`config.mk`:
```
export PLATFORM = sky130hd
export DESIGN_NAME = enduro_fifo_rd_stream_flat
export DESIGN_NICKNAME = d
export VERILOG_FILES = /design/src/rtl/enduro_fifo_rd_stream_if.sv /design/src/rtl/enduro_fifo_rd_stream.sv /design/src/flat_wrapper.sv
export SDC_FILE = /design/constraint.sdc
export NUM_CORES = 1
export LEC_CHECK = 0
export CAP_MARGIN = 15
export CORE_MARGIN = 2
export CORE_UTILIZATION = 44
export DETAILED_ROUTE_END_ITERATION = 16
export GPL_TIMING_DRIVEN = 0
export PLACE_DENSITY_LB_ADDON = 0.05
export SYNTH_ARGS = -nofsm -noshare
export SYNTH_HDL_FRONTEND = slang
export SYNTH_SLANG_ARGS = --single-unit
```
`constraint.sdc`:
```
create_clock -name m_axis_clk -period 2.63 [get_ports m_axis_clk]
set_clock_uncertainty 0.1 [all_clocks]
set_input_delay 0.3945 -clock m_axis_clk [delete_from_list [all_inputs] [get_ports m_axis_clk]]
set_output_delay 0.3945 -clock m_axis_clk [all_outputs]
set_load 0.02 [all_outputs]
```
`src/rtl/enduro_fifo_rd_stream_if.sv`:
```
// Handshake bundle joining the read-stream engine to the FIFO controller, the memory read port
// and the AXI-Stream sink. The master modport is the engine side.
interface enduro_fifo_rd_stream_if #(
    parameter int unsigned DATA_WIDTH = 32,
    parameter int unsigned CNT_WIDTH  = 32,
    parameter int unsigned LVL_WIDTH  = 2
);
    logic                  fifo_empty;
    logic                  inc_rd_pointer;
    logic                  rd_mem_en;
    logic [DATA_WIDTH-1:0] rd_mem_data;
    logic                  m_axis_tvalid;
    logic                  m_axis_tready;
    logic [DATA_WIDTH-1:0] m_axis_tdata;
    logic [LVL_WIDTH-1:0]  buf_level;
    logic [CNT_WIDTH-1:0]  xfer_count;

    modport master (
        input  fifo_empty,
        input  rd_mem_data,
        input  m_axis_tready,
        output inc_rd_pointer,
        output rd_mem_en,
        output m_axis_tvalid,
        output m_axis_tdata,
        output buf_level,
        output xfer_count
    );

    modport slave (
        output fifo_empty,
        output rd_mem_data,
        output m_axis_tready,
        input  inc_rd_pointer,
        input  rd_mem_en,
        input  m_axis_tvalid,
        input  m_axis_tdata,
        input  buf_level,
        input  xfer_count
    );
endinterface

```
`src/rtl/enduro_fifo_rd_stream.sv`:
```
// Read-side egress engine: prefetches FIFO words through a fixed-latency memory into a small
// in-order buffer and presents them as an AXI-Stream master at up to one word per clock.
module enduro_fifo_rd_stream #(
    parameter int unsigned DATA_WIDTH   = 32,
    parameter int unsigned READ_LATENCY = 1,
    parameter int unsigned CNT_WIDTH    = 32
) (
    input logic                     m_axis_clk,
    input logic                     m_axis_reset,
    enduro_fifo_rd_stream_if.master bus
);
    localparam int unsigned BUF_DEPTH = READ_LATENCY + 1;
    localparam int unsigned LVL_W     = $clog2(BUF_DEPTH + 1);
    localparam int unsigned IDX_W     = (BUF_DEPTH > 1) ? $clog2(BUF_DEPTH) : 1;
    localparam int unsigned OCC_W     = LVL_W + 1;

    logic [READ_LATENCY-1:0] inflight_q, inflight_d;
    logic [DATA_WIDTH-1:0]   buf_q [BUF_DEPTH];
    logic [DATA_WIDTH-1:0]   buf_d [BUF_DEPTH];
    logic [IDX_W-1:0]        head_q, head_d;
    logic [IDX_W-1:0]        tail_q, tail_d;
    logic [LVL_W-1:0]        level_q, level_d;
    logic [CNT_WIDTH-1:0]    xfer_q, xfer_d;

    logic             tvalid_c;
    logic             pop_c;
    logic             ret_c;
    logic             issue_c;
    logic [OCC_W-1:0] inflight_cnt_c;
    logic [OCC_W-1:0] occ_after_c;

    function automatic logic [IDX_W-1:0] idx_inc(input logic [IDX_W-1:0] idx);
        return (idx == IDX_W'(BUF_DEPTH - 1)) ? '0 : idx + IDX_W'(1);
    endfunction

    // Handshake and issue decision; occupancy counts buffered plus in-flight words after this pop
    always_comb begin
        tvalid_c       = (level_q != '0);
        pop_c          = tvalid_c & bus.m_axis_tready;
        ret_c          = inflight_q[READ_LATENCY-1];
        inflight_cnt_c = '0;
        for (int i = 0; i < int'(READ_LATENCY); i++) begin
            inflight_cnt_c = inflight_cnt_c + OCC_W'(inflight_q[i]);
        end
        occ_after_c = OCC_W'(level_q) + inflight_cnt_c - OCC_W'(pop_c);
        issue_c     = ~m_axis_reset & ~bus.fifo_empty & (occ_after_c < OCC_W'(BUF_DEPTH));
    end

    // Next-state for tracker, buffer pointers, occupancy and transfer counter
    always_comb begin
        inflight_d = READ_LATENCY'({inflight_q, issue_c});
        head_d     = head_q;
        tail_d     = tail_q;
        level_d    = level_q + LVL_W'(ret_c) - LVL_W'(pop_c);
        xfer_d     = xfer_q + CNT_WIDTH'(pop_c);
        for (int i = 0; i < int'(BUF_DEPTH); i++) begin
            buf_d[i] = buf_q[i];
        end
        if (ret_c) begin
            buf_d[tail_q] = bus.rd_mem_data;
            tail_d        = idx_inc(tail_q);
        end
        if (pop_c) begin
            head_d = idx_inc(head_q);
        end
    end

    // Reset discards buffered and returning words alike
    always_ff @(posedge m_axis_clk) begin
        if (m_axis_reset) begin
            inflight_q <= '0;
            head_q     <= '0;
            tail_q     <= '0;
            level_q    <= '0;
            xfer_q     <= '0;
            for (int i = 0; i < int'(BUF_DEPTH); i++) begin
                buf_q[i] <= '0;
            end
        end else begin
            inflight_q <= inflight_d;
            head_q     <= head_d;
            tail_q     <= tail_d;
            level_q    <= level_d;
            xfer_q     <= xfer_d;
            for (int i = 0; i < int'(BUF_DEPTH); i++) begin
                buf_q[i] <= buf_d[i];
            end
        end
    end

    assign bus.inc_rd_pointer = issue_c;
    assign bus.rd_mem_en      = issue_c;
    assign bus.m_axis_tvalid  = tvalid_c;
    assign bus.m_axis_tdata   = buf_q[head_q];
    assign bus.buf_level      = level_q;
    assign bus.xfer_count     = xfer_q;

endmodule
```
`src/flat_wrapper.sv`:
```
// flat-port wrapper written by rule: the top's interface ports become plain ports
module enduro_fifo_rd_stream_flat 
#(
    parameter int unsigned DATA_WIDTH   = 32,
    parameter int unsigned READ_LATENCY = 1,
    parameter int unsigned CNT_WIDTH    = 32
)
  (m_axis_clk, m_axis_reset, bus_fifo_empty, bus_rd_mem_data, bus_m_axis_tready, bus_inc_rd_pointer, bus_rd_mem_en, bus_m_axis_tvalid, bus_m_axis_tdata, bus_buf_level, bus_xfer_count);
  enduro_fifo_rd_stream_if #(.DATA_WIDTH(DATA_WIDTH), .CNT_WIDTH(CNT_WIDTH)) bus_i ();
  input logic m_axis_clk;
  input logic m_axis_reset;
  input wire logic [$bits(bus_i.fifo_empty)-1:0] bus_fifo_empty;
  input wire logic [$bits(bus_i.rd_mem_data)-1:0] bus_rd_mem_data;
  input wire logic [$bits(bus_i.m_axis_tready)-1:0] bus_m_axis_tready;
  output wire logic [$bits(bus_i.inc_rd_pointer)-1:0] bus_inc_rd_pointer;
  output wire logic [$bits(bus_i.rd_mem_en)-1:0] bus_rd_mem_en;
  output wire logic [$bits(bus_i.m_axis_tvalid)-1:0] bus_m_axis_tvalid;
  output wire logic [$bits(bus_i.m_axis_tdata)-1:0] bus_m_axis_tdata;
  output wire logic [$bits(bus_i.buf_level)-1:0] bus_buf_level;
  output wire logic [$bits(bus_i.xfer_count)-1:0] bus_xfer_count;
  assign bus_i.fifo_empty = bus_fifo_empty;
  assign bus_i.rd_mem_data = bus_rd_mem_data;
  assign bus_i.m_axis_tready = bus_m_axis_tready;
  assign bus_inc_rd_pointer = bus_i.inc_rd_pointer;
  assign bus_rd_mem_en = bus_i.rd_mem_en;
  assign bus_m_axis_tvalid = bus_i.m_axis_tvalid;
  assign bus_m_axis_tdata = bus_i.m_axis_tdata;
  assign bus_buf_level = bus_i.buf_level;
  assign bus_xfer_count = bus_i.xfer_count;
  enduro_fifo_rd_stream #(.DATA_WIDTH(DATA_WIDTH), .READ_LATENCY(READ_LATENCY), .CNT_WIDTH(CNT_WIDTH)) u_core (.m_axis_clk(m_axis_clk), .m_axis_reset(m_axis_reset), .bus(bus_i));
endmodule
```
### Word level (Yosys, flattened, before mapping)

Memory sizes are Yosys's and may differ from the RTL's. A register that Yosys moved wholly into a read port is not among the register bits.
Index checks and enable logic that the tools add are counted.

| word-level totals | value |
|---|---|
| bits in registers | 37 |
| memory bits (writable) | 64 |
| bits of input ports | 36 |
| output and inout bits | 69 |
| word-level logic and storage cells | 39 |
| memories kept | 1 |

| operators by class | value |
|---|---|
| $add $sub $neg | 7 |
| magnitude comparators | 3 |
| multiplexer cells | 13 |
| bitwise logic cells | 8 |
| reductions and logical operators | 2 |

Memory list:

| memory | words | width | rd ports | clocked after memory_dff | write ports | RTL line | text |
|---|---|---|---|---|---|---|---|
| u_core.buf_q | 2 | 32 | 3 | 1 | 2 | enduro_fifo_rd_stream.sv:18 | `logic [DATA_WIDTH-1:0] buf_q [BUF_DEPTH];` |

Operators with widths:

| operator | number |
|---|---|
| $mux W32 | 3 |
| $bwmux W64 | 1 |
| $mux W64 | 1 |
| $add A32 B1 Y32 | 1 |
| $demux W32 S1 | 1 |
| $mux W1 | 7 |
| $add A2 B1 Y3 | 1 |
| $and A1 B1 Y1 | 3 |
| $lt A3 B2 Y1 const B | 1 |
| $sub A3 B1 Y3 | 1 |
| $add A1 B1 Y1 const B | 2 |
| $add A2 B1 Y2 | 1 |
| $ge A2 B2 Y1 const B | 1 |
| $lt A2 B1 Y1 const B | 1 |
| $not A1 Y1 | 2 |
| $not A1 Y2 | 1 |
| $or A1 B1 Y1 | 2 |
| $reduce_bool A2 Y1 | 1 |
| $sub A2 B1 Y2 | 1 |
| $logic_and A1 B1 Y1 | 1 |

### Depth between registers and ports, before layout

Gate-level depths: netlist (run 1).

| depth | value |
|---|---|
| word-level depth | 8 |
| gate-level depth with buffers | 10 |
| mapped depth without buffers | 8 |

### Least setup slack after synthesis (run 1)

No wires, ideal clock.

| timing path | value |
|---|---|
| kind | reg-to-output |
| from | reg u_core.level_q[1], in the netlist u_core.bus.buf_level[1] |
| to | out bus_rd_mem_en |
| arrival time | 2950 ps |
| data required time | 2135 ps |
| path slack | -815 ps |
| stages on the path, launching flop included | 9 |
| buffers on the path | 1 |
| cells stage by stage | dfxtp_1 -> or2_2 -> and2_1 -> ha_1 -> inv_1 -> ha_1 -> fa_1 -> nor4_1 -> buf_4 |

| between the ends | value |
|---|---|
| longest elaborated chain between the ends | 5 |
| elaborated cells between the ends (all ways) | 6 |
| classes of those cells | add/sub (2); order compare (1); bitwise (2); reduce/logical (1) |

Ends and longest elaborated chain:

| item | RTL line | text |
|---|---|---|
| from (decl) | enduro_fifo_rd_stream.sv:22 | `logic [LVL_W-1:0] level_q, level_d;` |
| from (signal assigned) | enduro_fifo_rd_stream.sv:83 | `level_q <= level_d;` |
| $reduce_bool A2 Y1 | enduro_fifo_rd_stream.sv:38 | `tvalid_c = (level_q != '0);` |
| via bus_m_axis_tvalid | flat_wrapper.sv:17 | `output wire logic [$bits(bus_i.m_axis_tvalid)-1:0] bus_m_axis_tvalid;` |
| $and A1 B1 Y1 | enduro_fifo_rd_stream.sv:39 | `pop_c = tvalid_c & bus.m_axis_tready;` |
| via u_core.pop_c | enduro_fifo_rd_stream.sv:26 | `logic pop_c;` |
| $sub A3 B1 Y3 | enduro_fifo_rd_stream.sv:45 | `occ_after_c = OCC_W'(level_q) + inflight_cnt_c - OCC_W'(pop_c);` |
| $lt A3 B2 Y1 | enduro_fifo_rd_stream.sv:46 | `issue_c = ~m_axis_reset & ~bus.fifo_empty & (occ_after_c < OCC_W'(BUF_DEPTH));` |
| $and A1 B1 Y1 | enduro_fifo_rd_stream.sv:46 |  |
| to (decl) | flat_wrapper.sv:16 | `output wire logic [$bits(bus_i.rd_mem_en)-1:0] bus_rd_mem_en;` |

The timed path passes the listed nets, and every way through them passes these cells.

### Worst setup path after layout (run 1)

| timing path | value |
|---|---|
| from | reg u_core.level_q[1], in the netlist u_core.bus.buf_level[1] |
| to | out bus_rd_mem_en |

| between the ends | value |
|---|---|
| longest elaborated chain between the ends | 5 |
| elaborated cells between the ends (all ways) | 6 |
| classes of those cells | add/sub (2); order compare (1); bitwise (2); reduce/logical (1) |

Ends and longest elaborated chain:

| item | RTL line |
|---|---|
| $reduce_bool A2 Y1 | enduro_fifo_rd_stream.sv:38 |
| $and A1 B1 Y1 | enduro_fifo_rd_stream.sv:39 |
| via u_core.pop_c | enduro_fifo_rd_stream.sv:26 |
| $sub A3 B1 Y3 | enduro_fifo_rd_stream.sv:45 |
| $lt A3 B2 Y1 | enduro_fifo_rd_stream.sv:46 |
| $and A1 B1 Y1 | enduro_fifo_rd_stream.sv:46 |

The timed path passes the listed nets, and every way through them passes these cells.

==> results, run 1 <==
- The flow ran to the end, but the final reports show violations.
- The final reports fail on negative setup slack.
- The detailed-route vias per instance is 5.161.
- The cell chosen for the clock root is clkbuf_8.
- The largest voltage drop on the vdd net is 0.0004492 V.
- The max-slew violation count was 0.
- The area share of the largest cell type after synthesis is 0.4754.
- The post-route worst setup slack is -0.3583 ns.
- The mean instance size in the synthesized netlist is 8.357 sq um.
- The area after detailed placement is 5553 sq um.
- The global-route wire length before repair is 17420 um.
- For hold timing, the worst endpoint is u_core.buf_q[1][26].
- The hold path startpoint is u_core.buf_q[1][26].
- The maximum fanout encountered on the critical timing path is 2.
- The endpoint kind of the worst setup timing path is a primary output.
- By area the synthesized netlist is led by dfxtp_1, nand2_1, a21oi_1, mux2_2, clkbuf_1.
- The share of synthesized registers carrying an async set or reset is 0.
- In this run the tightest slew margin relative to its limit is 0.5967.
- TritonCTS built the clock tree.
- The worst reg-to-reg setup slack is 0.15 ns.
- Detailed placement finished with a half-perimeter wire length of 7643 um.
- The internal portion of total power is 0.002735 W.
- After floorplanning, the core was divided into 36 placement rows.
- The longest clock path from root to sink contains 2 buffers.
- Setup repair after global routing could not meet its margin everywhere.
- The floorplan step set the die width to 102.8 um.
- Summed over all layers, the routed wires come to 11020 um.
- STA puts the critical path data required time at 2.14 ns.
- The DRC marker count from the first detailed-route iteration is 189.
- Once layout is complete, the utilization of the core stands at 0.6010.
- The number of vias in the routed layout is 3969.
- Before antenna repair, the detailed router went through 4 iterations.
- Of the total power, combinational logic draws 0.330.
- The number of design rule violations left after detail routing is 0.
- Clock-pin slew was measured on the worst setup and hold paths at 0.09 ns.
- The floorplan step defined a core boundary enclosing 9639 sq um.
- The number of nets handed over by synthesis was 555.
- The count of flip-flops with a built-in enable after synthesis is 0.
- The congestion estimate from routability-driven global placement came to 0.7969.
- The total setup violations reported at the end of the flow is 2.
- The startpoint class of the critical path is a flip-flop.
- The floorplan step set the die height to 102.8 um.
- The aggregate negative setup slack is -0.6692 ns.
- The cell count of the worst reg-to-reg path is 9.
- The number of buffers created by CTS is 9.
- The die footprint is 10570 sq um.
- The count of nets left with antenna violations once routing finished came out at 0.
- Yosys printed 0 warnings.
- At the pin with the least slew margin, the transition time is 0.6049 ns.
- For this run, the leading register cell type out of synthesis is dfxtp_1.
- The standby leakage power is 1.950 nW.
- After global routing the overflow that remains totals 0.
- The clock reaches the later pin of the worst-skew pair after 0.36 ns.
- Of the total power, the share spent switching nets is 0.3328.
- The number of global-route vias before repair is 3679.
- For this design, the CTS-stage hold fixing added 0 buffers.
- Input and output buffers added on the ports amount to 104.
- The final period utilization is 1.136.
- Compared with the post-synthesis result, the final layout area differs by 34.87%.
- The relative contribution of the clock network to total power is 0.226.
- The number of top-level pins is 105.
- Synthesis produced a netlist whose cell count is 514.
- The clock sink count is 102.
- The switching component of the power is 0.001365 W.
- The most common cell after layout, fill and taps aside is nand2_1.
- Dividing total power by cell area gives a power density of 707.7 nW/um^2.
- Static timing analysis puts the maximum clock frequency at 334.6 MHz.
- The synthesis-stage register bit count is 102.
- After the last flow step, the layout net total stands at 673.
- Max-cap violations in this run came to 0.
- Of all cell types, the one taking the most synthesized area is dfxtp_1.
- Of the cells placed in the final design, the portion with a size suffix greater than 1 is 0.1242.
- In this run the cell area of the synthesized design comes to 4295 sq um.
- The finished cells cover 5793 sq um.
- Of the synthesized area, sequential elements account for 0.4754.
- In the layout the commonest cells are nand2_1, clkdlybuf4s50_1, dfxtp_1.
- In this run the critical register-to-register path is captured at u_core.bus.xfer_count[25].
- The worst setup path is of the reg -> out kind.
- The power share of the sequential group is 0.444.
- The initial core utilization is 0.4456.
- The number of antenna diodes in the final layout is 0.
- The post-layout minimum cycle time is 2.988 ns.
- The total global routing track utilization is 0.2083.
- Along the worst hold path, the cell count comes to 2.
- The maximum level of the CTS H-tree is 3.
- The path type of the worst min-delay path is reg -> reg.
- Entering global routing, the biggest net connects 19 pins.
- The initial antenna violation count was 0.
- Data arrives at the worst endpoint at 2.49 ns.
- The detailed-route wire length per cell is 14.33 um.
- The post-synthesis cell type count is 33.
- The launch point of the worst reg-to-reg path is u_core.bus.buf_level[0].
- The final count of hold timing violations is 0.
worst max-delay path by stage:
stage	slack [ns]	to	from
after global routing	-0.45	bus_rd_mem_en	u_core.bus.buf_level[1]
after detailed placement	-0.84	bus_rd_mem_en	bus_m_axis_tready
after global placement	-0.85	bus_rd_mem_en	bus_m_axis_tready
after CTS	-0.37	bus_rd_mem_en	u_core.bus.buf_level[1]
after floorplan	-0.27	bus_rd_mem_en	u_core.bus.buf_level[0]
final	-0.36	bus_rd_mem_en	u_core.bus.buf_level[1]
routing by layer:
metal / vias up / wire length, um / track usage
met5: - / 0 / 0
met4: 0 / 151 / 0.08198
met1: 1877 / 5300 / 0.2945
met3: 14 / 434 / 0.02780
met2: 97 / 5133 / 0.3243
li1: 1981 / - / -
metrics by stage:
step | setup slack [ns] | hold WS (ns) | cells | power [W]
6_report | -0.3583 | 0.3576 | 769 | 0.004100
5_1_grt | -0.4498 | 0.3755 | 769 | 0.004328
4_1_cts | -0.3695 | 0.3568 | 771 | 0.004142
3_5_place_dp | -0.8423 | 0.3432 | 751 | 0.003153
3_3_place_gp | -0.8544 | 0.3379 | 751 | 0.003130
2_1_floorplan | -0.2656 | 0.3329 | 514 | 0.002640
power by group through the flow:
stage                     Sequential [W]  Combinational (W)  Clock (W)
after CTS                        0.00181            0.00138   0.000953
final                            0.00182            0.00135   0.000926
after floorplan                  0.00185           0.000793          0
after global placement           0.00184            0.00129          0
after detailed placement         0.00185            0.00130          0
after global routing             0.00185            0.00148    0.00100
worst max-delay path: stages (launching register included):
cell and delay (ns):
dfxtp_4 0.35, or2_4 0.24, and2_4 0.15, ha_4 0.26, inv_2 0.03, ha_4 0.14
fa_2 0.45, nor4_4 0.26, buf_4 0.16, buf_6 0.10
repair_timing:
action | in CTS | in global routing
pin swaps | 5 | 0
gates resized for setup | 22 | 3
gates cloned | 0 | 0
setup endpoints to repair | 36 | 42
setup buffers | 6 | 0
Yosys cell counts, types with 4 or more instances:
master,number
dfxtp_1,102
nand4_1,10
nand3_1,11
buf_1,4
nand2_1,138
nor2_1,14
o31ai_1,9
a21oi_1,82
nor2b_1,6
or4_1,10
clkbuf_1,33
mux2_2,33
xor2_1,10
and4_1,6
ha_1,4
o21ai_0,8
inv_1,6
or3_1,7
layout make-up:
type | instances | area (sq um)
sequential | 102 | 2049
inverter | 6 | 22.52
buffer | 36 | 153.9
clock inverter | 6 | 52.55
clock buffer | 9 | 123.9
timing repair buffer | 110 | 1082
tap | 133 | 166.4
multi-input combinational | 367 | 2142
fill | 916 | 3846
state kept, by name (all words and copies together), names as in the netlist, named ones only:
| signal | cells |
|---|---|
| u_core.tail_q | 1 |
| u_core.bus.buf_level | 2 |
| u_core.bus.xfer_count | 32 |
| u_core.head_q | 1 |
| u_core.buf_q | 64 |
| u_core.inflight_q | 1 |
logic make-up (layout without fill, tap and decap cells):
kind of cell,after synthesis,in the layout,synth area share
simple gates,215,215,0.2301
flops,102,102,0.4754
compound gates,101,101,0.1247
buf+inv,45,167,0.04049
mux,33,33,0.08651
xor+xnor,13,13,0.02651
fa+ha+maj,5,5,0.01631
Note: power is estimated with default switching activity, not from simulation.
==> run 2: changes to the inputs <==
--- a/config.mk
+++ b/config.mk
@@ -6,7 +6,6 @@
 export NUM_CORES = 1
 export LEC_CHECK = 0
 export CAP_MARGIN = 15
-export CORE_MARGIN = 2
 export CORE_UTILIZATION = 44
 export DETAILED_ROUTE_END_ITERATION = 16
 export GPL_TIMING_DRIVEN = 0
==> results, run 2 (synthesis results as in run 1) <==
- The flow ran to the end, but the final reports show violations.
- The checks that failed: negative setup slack.
- The total global routing track utilization is 0.2281.
- The register with the most flip-flops in the layout has 64 of them.
- The library cell used most frequently in the layout, excluding fill and tap cells, is nand2_1.
- The finished cells cover 5824 sq um.
- The die is 100.8 um wide.
- The largest register by flop count is u_core.buf_q.
- The count of TritonRoute iterations in the first routing pass is 4.
- In this run the worst hold path is classified as reg -> reg.
- The data arrival time of the critical path is 2.50 ns.
- In the post-route analysis, the smallest setup slack over all paths is -0.3636 ns.
- The CTS tree is done.
- The critical path is of the reg -> out type.
- The remaining antenna violation count is 0.
- The number of buffers between clock root and the deepest sink is 2.
- At the worst endpoint, the required time is 2.14 ns.
- The clock sink count is 102.
- In the final design database the tool counted 673 nets.
- For the pin with the worst max-slew slack, the measured transition is 0.6029 ns.
- The number of vias in the routed layout is 4021.
- The top achievable clock speed is 334.0 MHz.
- Counting cells, the worst reg-to-reg path comes to 9.
- The largest voltage drop on the vdd net is 0.0003403 V.
- After global routing the overflow that remains totals 0.
- After detailed placement, the total cell area comes to 5548 sq um.
- The max capacitance violation total is 0.
- Relative to the synthesized area, the layout overhead comes to 35.60%.
- The number of global-route vias before repair is 3907.
- In the routed design, unresolved DRC markers number 0.
- The worst pin sits at a relative slew slack of 0.5981.
- The core region is 9328 sq um.
- CTS placed an instance of clkbuf_8 at the clock tree root.
- 0 antenna diodes ended up in the layout.
- Entering global routing, the biggest net connects 17 pins.
- Using the TritonRoute via totals, the vias-per-cell ratio works out to 5.249.
- In the final routed layout, each cell accounts on average for 14.35 um.
- The wire-length estimate of the detail-placed layout is 7749 um.
- The standby leakage power is 1.959 nW.
- The maximum level of the CTS H-tree is 3.
- Setup violations remaining at the end of the flow were counted as 2.
- The endpoint kind of the worst setup timing path is a primary output.
- The count of input and output buffers is 104.
- The max-slew violation count was 0.
- The initial core utilization is 0.4605.
- The total power per unit cell area is 730.2 nW/um^2.
- Leaving out fill and tap cells, the most frequent cells in the layout are nand2_1, clkdlybuf4s50_1, dfxtp_1.
- The post-layout minimum cycle time is 2.994 ns.
- The number of top-level pins is 105.
- The initial antenna violation count is 0.
- After clock tree synthesis, the clock-pin slew on the worst setup and hold paths is 0.10 ns.
- Of all nets on the critical path, the largest fanout is 3.
- The initialized floorplan defines 35 standard-cell rows.
- The number of cells traversed by the worst hold path is 2.
- The final period utilization is 1.138.
- The final count of hold timing violations is 0.
- The clock insertion delay at the later pin of the skew report is 0.36 ns.
- Setup repair after global routing could not meet its margin everywhere.
- The detailed router finished its first iteration with 114 violations.
- The number of buffers created by CTS is 9.
- The startpoint class of the critical path is a flip-flop.
- Of the cells placed in the final design, the portion with a size suffix greater than 1 is 0.1240.
- The final RePlAce weighted congestion is 0.8327.
- The worst hold slack after final layout is 0.3574 ns.
- The die is 100.8 um tall.
- Wires add up to 10990 um.
- The first global-routing pass estimated 18320 um of wire.
- The die footprint is 10160 sq um.
==> run 2: cell count changes in the layout (fill, tap and decap cells not counted), sizes merged <==
cell    before  now
clkbuf      38   41
buf         15   14
inv          9    6
bufinv       0    2
==> run 2: power breakdown <==
part | total (W) | switching [W] | leakage, nW | internal, W
registers | 0.00181 | 0.0000899 | 0.826 | 0.00172
logic | 0.00136 | 0.000713 | 1.03 | 0.000648
clock network | 0.00108 | 0.000541 | 0.0998 | 0.000539
total | 0.00425 | 0.00134 | 1.96 | 0.00291
==> run 2: per-stage QoR <==
stage          utilization  worst slack, ns  std cells  setup TNS [ns]  power [W]
5_1_grt             0.6244          -0.4564        766         -0.8661   0.004466
3_5_place_dp        0.5948          -0.9095        747          -7.465   0.003162
2_1_floorplan            -          -0.2656        514         -0.3113   0.002640
4_1_cts             0.6229          -0.4073        767         -0.7709   0.004260
6_report            0.6244          -0.3636        766         -0.6826   0.004253
3_3_place_gp        0.5948          -0.8800        747          -7.042   0.003132
==> run 2: final cells by class <==
class,count,area [sq um]
Tap cell,129,161.4
Sequential cell,102,2047
Fill cell,858,3503
Timing Repair Buffer,109,1075
Inverter,6,22.52
Clock buffer,11,131.4
Buffer,37,157.7
Clock inverter,5,83.83
Multi-Input combinational cell,367,2146
==> run 2: worst paths after layout <==
| check | start | endpoint | slack (ns) |
|---|---|---|---|
| min reg2reg | u_core.buf_q[0][7] | u_core.buf_q[0][7] | 0.36 |
| max | u_core.bus.buf_level[1] | bus_rd_mem_en | -0.36 |
| min | u_core.buf_q[0][7] | u_core.buf_q[0][7] | 0.36 |
| max reg2reg | u_core.bus.buf_level[0] | u_core.bus.xfer_count[23] | 0.20 |
==> run 2: critical path, stage by stage, from the launching register on <==
cell	delay [ns]
dfxtp_2	0.33
or2_4	0.24
and2_4	0.15
ha_4	0.26
inv_2	0.03
ha_4	0.14
fa_2	0.45
nor4_4	0.26
buf_4	0.16
buf_6	0.10
==> run 2: per-layer routing <==
metal,up-vias,GRT usage,routed length [um]
met5,-,0,0
met4,0,0.07692,171
met2,100,0.3788,5153
li1,1990,-,-
met1,1912,0.3003,5234
met3,19,0.03953,433
==> run 2: repair_timing <==
action | in CTS | in global routing
pin swaps | 5 | 0
hold buffers | 0 | 0
endpoints found under the setup margin | 38 | 17
setup buffers | 5 | 0
gates resized for setup | 20 | 6
endpoints found under the hold margin | 0 | 0
